`src/rtl/serial_subtractor_4bit.sv`:
```
// ============================================================================
// Module   : serial_subtractor_4bit
// Purpose  : Bit-serial subtractor d = a - b - b_in, LSB first, with a
//            start/done handshake. Optional signed-overflow flag (ovf) is
//            built when SUB_OVF_FLAG_EN is defined.
// Revision : 1.0 - initial release
// ============================================================================
`default_nettype none

module serial_subtractor_4bit #(
    parameter int WIDTH = 4
) (
    input  logic             clk,
    input  logic             rst_n,
    input  logic             start,
    input  logic [WIDTH-1:0] a,
    input  logic [WIDTH-1:0] b,
    input  logic             b_in,
    output logic             busy,
    output logic             done,
    output logic [WIDTH-1:0] d,
    output logic             b_out
`ifdef SUB_OVF_FLAG_EN
    ,
    output logic             ovf
`endif
);

    localparam int CNT_W = (WIDTH > 2) ? $clog2(WIDTH) : 1;

    localparam logic [1:0] ST_IDLE  = 2'd0;
    localparam logic [1:0] ST_SHIFT = 2'd1;
    localparam logic [1:0] ST_DONE  = 2'd2;

    logic [1:0]       state;
    logic [1:0]       state_next;
    logic [WIDTH-1:0] a_sr;
    logic [WIDTH-1:0] b_sr;
    logic [WIDTH-1:0] result;
    logic [CNT_W-1:0] cnt;
    logic             br;

    logic             accept;
    logic             last_bit;
    logic             x;
    logic             y;
    logic             dbit;
    logic             br_next;
    logic [WIDTH-1:0] result_next;

    // A new operation may start from IDLE or straight out of DONE.
    assign accept   = start && ((state == ST_IDLE) || (state == ST_DONE));
    assign last_bit = (cnt == CNT_W'(WIDTH - 1));

    assign x           = a_sr[0];
    assign y           = b_sr[0];
    assign dbit        = x ^ y ^ br;
    assign br_next     = (~x & y) | (~(x ^ y) & br);
    assign result_next = {dbit, result[WIDTH-1:1]};

    always_ff @(posedge clk or negedge rst_n) begin
        if (!rst_n) begin
            state <= ST_IDLE;
        end else begin
            state <= state_next;
        end
    end

    always_comb begin
        state_next = state;
        case (state)
            ST_IDLE:  if (accept) state_next = ST_SHIFT;
            ST_SHIFT: if (last_bit) state_next = ST_DONE;
            ST_DONE:  state_next = accept ? ST_SHIFT : ST_IDLE;
            default:  state_next = ST_IDLE;
        endcase
    end

    always_comb begin
        busy = (state == ST_SHIFT);
        done = (state == ST_DONE);
    end

    always_ff @(posedge clk or negedge rst_n) begin
        if (!rst_n) begin
            a_sr   <= '0;
            b_sr   <= '0;
            result <= '0;
            cnt    <= '0;
            br     <= 1'b0;
            d      <= '0;
            b_out  <= 1'b0;
        end else if (accept) begin
            a_sr   <= a;
            b_sr   <= b;
            result <= '0;
            cnt    <= '0;
            br     <= b_in;
        end else if (state == ST_SHIFT) begin
            a_sr   <= a_sr >> 1;
            b_sr   <= b_sr >> 1;
            result <= result_next;
            br     <= br_next;
            cnt    <= cnt + CNT_W'(1);
            // Outputs change only here so d/b_out never show a partial result.
            if (last_bit) begin
                d     <= result_next;
                b_out <= br_next;
            end
        end
    end

`ifdef SUB_OVF_FLAG_EN
    logic a_msb;
    logic b_msb;

    always_ff @(posedge clk or negedge rst_n) begin
        if (!rst_n) begin
            a_msb <= 1'b0;
            b_msb <= 1'b0;
            ovf   <= 1'b0;
        end else if (accept) begin
            a_msb <= a[WIDTH-1];
            b_msb <= b[WIDTH-1];
        end else if ((state == ST_SHIFT) && last_bit) begin
            ovf <= (a_msb ^ b_msb) & (result_next[WIDTH-1] ^ a_msb);
        end
    end
`endif

endmodule

`default_nettype wire

```
`config.mk`:
```
export PLATFORM = sky130hd
export DESIGN_NAME = serial_subtractor_4bit
export DESIGN_NICKNAME = d
export VERILOG_FILES = /design/src/rtl/serial_subtractor_4bit.sv
export SDC_FILE = /design/constraint.sdc
export NUM_CORES = 1
export LEC_CHECK = 0
export ABC_CLOCK_PERIOD_IN_PS = 2000
export CORE_MARGIN = 5
export CORE_UTILIZATION = 40
export DETAILED_ROUTE_END_ITERATION = 8
export PLACE_DENSITY = 0.67
export RECOVER_POWER = 25
export SYNTH_ARGS = -nofsm -noshare
export SYNTH_HDL_FRONTEND = slang
export SYNTH_SLANG_ARGS = --single-unit
```
`constraint.sdc`:
```
create_clock -name clk -period 2 [get_ports clk]
set_input_delay 0.4 -clock clk [delete_from_list [all_inputs] [get_ports clk]]
set_output_delay 0.4 -clock clk [all_outputs]
set_load 0.02 [all_outputs]
```
# Word-level counts from Yosys, hierarchy flattened
# Cells that the tools add are included.
[totals]
input_bits = 12
output_inout_bits = 7
regBits = 22
[classes]
bitwise_logic = 8
n_mux = 14
n_eq_ne = 5
n_addsub = 1
reduce_logical = 6
[op_table]
columns = ["cell", "count"]
rows = [
  ["$mux W4", 6],
  ["$mux W2", 4],
  ["$pmux W2 S3", 1],
  ["$eq A2 B2 Y1 const B", 2],
  ["$mux W1", 3],
  ["$not A1 Y1", 3],
  ["$reduce_and A3 Y1", 1],
  ["$add A2 B1 Y2 const B", 1],
  ["$and A1 B1 Y1", 2],
  ["$eq A2 B1 Y1 const B", 1],
  ["$logic_not A2 Y1", 1],
  ["$ne A2 B1 Y1 const B", 1],
  ["$ne A2 B2 Y1 const B", 1],
  ["$reduce_and A2 Y1", 1],
  ["$reduce_bool A2 Y1", 1],
  ["$xor A1 B1 Y1", 2],
  ["$logic_and A1 B1 Y1", 1],
  ["$logic_or A1 B1 Y1", 1],
  ["$or A1 B1 Y1", 1],
]

# Longest topological paths before layout
[depth]
word_depth = 6
depth_mapped = 5

# Worst setup path before layout
# No wires, ideal clock.
[synth_timing]
kind = "register -> register"
startpoint = "register a_sr[0]"
endpoint = "register d[3]"
required_ns = 1.875
path_buffers = 0
period_less_slack_ns = 1.248
setup_time_ns = 0.125
arrival_ns = 1.123
slack_ns = 0.752
path_stages_with_launch = 3
cell_sequence = "dfrtp_1 -> fa_1 -> mux2_2"
[synth_between]
elab_chain_len = 2
[synth_rtl]
columns = ["element", "line", "text"]
rows = [
  ["from (decl)", "37", "logic [WIDTH-1:0] a_sr;"],
  ["from (signal assigned)", "100", "a_sr <= a_sr >> 1;"],
  ["$xor A1 B1 Y1 (2 in a row)", "57", "assign dbit = x ^ y ^ br;"],
  ["via dbit", "47", "logic dbit;"],
  ["to (signal assigned)", "107", "d <= result_next;"],
  ["to (decl)", "21", "output logic [WIDTH-1:0] d,"],
]
# The timed path passes the listed nets, and every way through them passes these cells.
# A chain may end at the register's enable or synchronous reset.

# Worst setup path after layout
[layout_timing]
startpoint = "register state[1]"
endpoint = "output port busy"
[layout_between]
elab_chain_len = 1
[layout_rtl]
columns = ["element", "line", "text"]
rows = [
  ["from (decl)", "35", "logic [1:0] state;"],
  ["from (signal assigned)", "65", "state <= state_next;"],
  ["$eq A2 B1 Y1", "80", "busy = (state == ST_SHIFT);"],
  ["to (decl)", "19", "output logic busy,"],
]
# Every way passes these cells.

==> reports/qor.yml <==
critical_path:
  critical_path_class: "register to output pin"
  reg2reg_to: "d[3]"
  cp-start-kind: "register"
  critPathSlowestCell: "dfrtp_1"
  cp-end-kind: "output pin"
  ff2ff_path_depth: 2
  rrSetupSlack_ns: 0.65
  cp_cell_sequence: "nand2b_4 -> inv_6 -> dlygate4sd2_1"
  critical_path_required_ns: 1.60
  r2r_start: "a_sr[0]"
  critPathArrivalTime_ns: 1.38
  worst-path-max-fanout: 7
  crit_path_max_incr_delay_ns: 0.45
die:
  start_util_pct: 40.74
  die_height_um: 59.78
  io_pins: 19
  placementRows: 18
  dieArea_mm2: 0.003573
  core_mm2: 0.002432
  die_w_um: 59.78
place:
  hpwl_um: 1331
  gp_congestion: 0.8204
  place_area_mm2: 0.001210
  portBuffers: 18
  dp.cells: 128
  pre_cts_ws_ns: 0.2924
job:
  drv_cap: 0
cts:
  clock_latency_ns: 0.30
  postCtsHoldBufs: 0
  cts_max_level: 1
  clkTransAtPathRegs_ns: 0.11
  cts_tree: "done"
  clk_path_buf_depth: 2
  cts_inserted_buffers: 3
  root_buffer: "clkbuf_4"
  postCtsSetupBuffers: 0
  cts.sinks: 21
yosys:
  synth_nets: 94
  ys_types: 28
  synth_area_um2: 991.0
  avgSynthCellArea_um2: 12.39
  synth_cells: 80
  yosysWarningCount: 0
  synth_area_leaders: "dfrtp_1, mux2_2, a22o_1"
  synth_seq_cells: 21
  seq_area_frac_synth_pct: 53.03
  synth_area_leader_cell: "dfrtp_1"
  synth_top_cell_area_share_pct: 53.03
hold_path:
  hold_depth: 2
  hold_end: "b_out"
  timing.hold.worst.start: "b_out"
  hold_path_class: "register to register"
timing:
  rsz0062_at_grt: "no"
  worstMarginPinSlew_ns: 1.143
  slew_violations: 0
  clock_skew_ns: 0.005753
  relSlewSlack_pct: 23.79
  tns_ns: 0
  fmax_ghz: 0.5620
  period_share_pct: 88.97
  fin_ws_ns: 0.2206
  finalHoldViolations: 0
  min_period_ns: 1.779
  setup_viol: 0
route:
  routedWlPerCell_um: 13.70
  drt_pass1_iterations: 4
  antenna_left: 0
  first_iter_violations: 15
  vias_per_cell: 5.174
  drt-total-wl_um: 1808
  drc: 0
  vias: 683
finish:
  drive_above_1_share_pct: 19.61
  area_growth_pct: 24.24
  fin_area_mm2: 0.001231
  layout.cells.non_filler: 132
  diodes: 0
  layout.nets: 117
power:
  power.leakage_nw: 0.5539
  p_per_area_mw_per_mm2: 1563
  fin_total_pwr_mw: 1.925
  peakVddDrop_v: 0.0008741
global_route:
  grt_pass1_wl_um: 3036
  grt_pass1_vias: 664
  grt_usage_pct: 11.26
  antenna_found_initial: 0
  grt_max_degree: 22
  grt_overflow: 0
status:
  status: "completed"
## synth_stat cells, drive strengths merged
cell / n
a211oi: 4
a21oi: 5
a221o: 1
a22o: 6
and3b: 1
buf: 4
dfrtp: 21
fa: 1
ha: 1
inv: 4
mux2: 6
mux2i: 3
nand2: 1
nand2b: 2
nand3: 1
nand3b: 1
nor2: 5
nor2b: 6
nor3: 2
o21ai: 3
o22ai: 2
## sequential cells by signal (all words and copies together), names as in the netlist
register  count
state         2
cnt           2
br            1
b_sr          4
b_out         1
d             4
a_sr          4
result        3
## layout make-up
type | count | area [um^2]
sequential | 21 | 525.5
clock buffer | 3 | 22.52
multi-input combinational | 51 | 416.7
tap | 30 | 37.54
inverter | 4 | 20.02
timing repair buffer | 22 | 203.9
clock inverter | 1 | 5.005
fill | 229 | 1201
## worst max path at each step
stage / endpoint / start / slack [ns]
2_1_floorplan: d[3] / a_sr[0] / 0.75
3_3_place_gp: busy / state[1] / 0.31
3_5_place_dp: busy / state[1] / 0.29
4_1_cts: busy / state[1] / 0.20
5_1_grt: busy / state[0] / 0.16
6_report: busy / state[1] / 0.22
## report_power, final
group | leakage [nW] | internal, mW | total, mW | switching [mW]
clock network | 0.0177 | 0.0746 | 0.205 | 0.131
registers | 0.259 | 0.627 | 0.779 | 0.152
logic | 0.277 | 0.487 | 0.940 | 0.453
total | 0.554 | 1.19 | 1.92 | 0.736
## placed cells by master, fill, tap and decap left out
cell / instances
mux2i_1: 3
nor2_4: 1
dlygate4sd2_1: 2
mux2_2: 6
a211oi_1: 4
nand2b_1: 1
nor2b_1: 5
buf_4: 3
and3b_1: 1
nor3_1: 2
dlygate4sd3_1: 1
nor2_1: 4
nand2_1: 1
o21ai_0: 3
nor2b_4: 1
a21oi_1: 5
clkinv_2: 1
a22o_2: 2
dfrtp_1: 21
clkbuf_4: 3
nand3_1: 1
o22ai_1: 2
nand3b_4: 1
inv_1: 3
clkbuf_1: 1
ha_1: 1
clkdlybuf4s50_1: 15
inv_6: 1
fa_1: 1
nand2b_4: 1
a221o_1: 1
a22o_1: 4
## logic make-up (layout without fill, tap and decap cells)
kind of cell	Yosys count	count (layout)	share of synthesized area [%]
compound gates	21	21	14.90
flops	21	21	53.03
simple gates	19	19	14.01
mux	9	9	9.848
buf+inv	8	30	4.925
fa+ha+maj	2	2	3.283
## per-stage QoR
step	hold WS, ns	util, %
CTS	0.4267	50.77
global placement	0.4621	49.74
detailed placement	0.4806	49.74
global route	0.5403	50.62
floorplan	0.1044	-
finish	0.4994	50.62
## worst max-delay path, delay by kind of cell, from the launching register on
family / cells / cell delay (ns)
DFF: 1 / 0.45
buffers and inverters: 2 / 0.42
and+or+nand+nor: 1 / 0.20
## metal layers
metal  global-route usage, %  share of wire, %
met1                   15.27                49
met2                   17.59                46
met3                   3.888               4.4
met4                   1.899              0.55
met5                       0                 0
## repair_timing
action / in CTS / in global routing
hold endpoints to repair: 0 / 0
gates resized for setup: 2 / 0
endpoints found under the setup margin: 2 / 0
(Power assumes the default switching activity.)
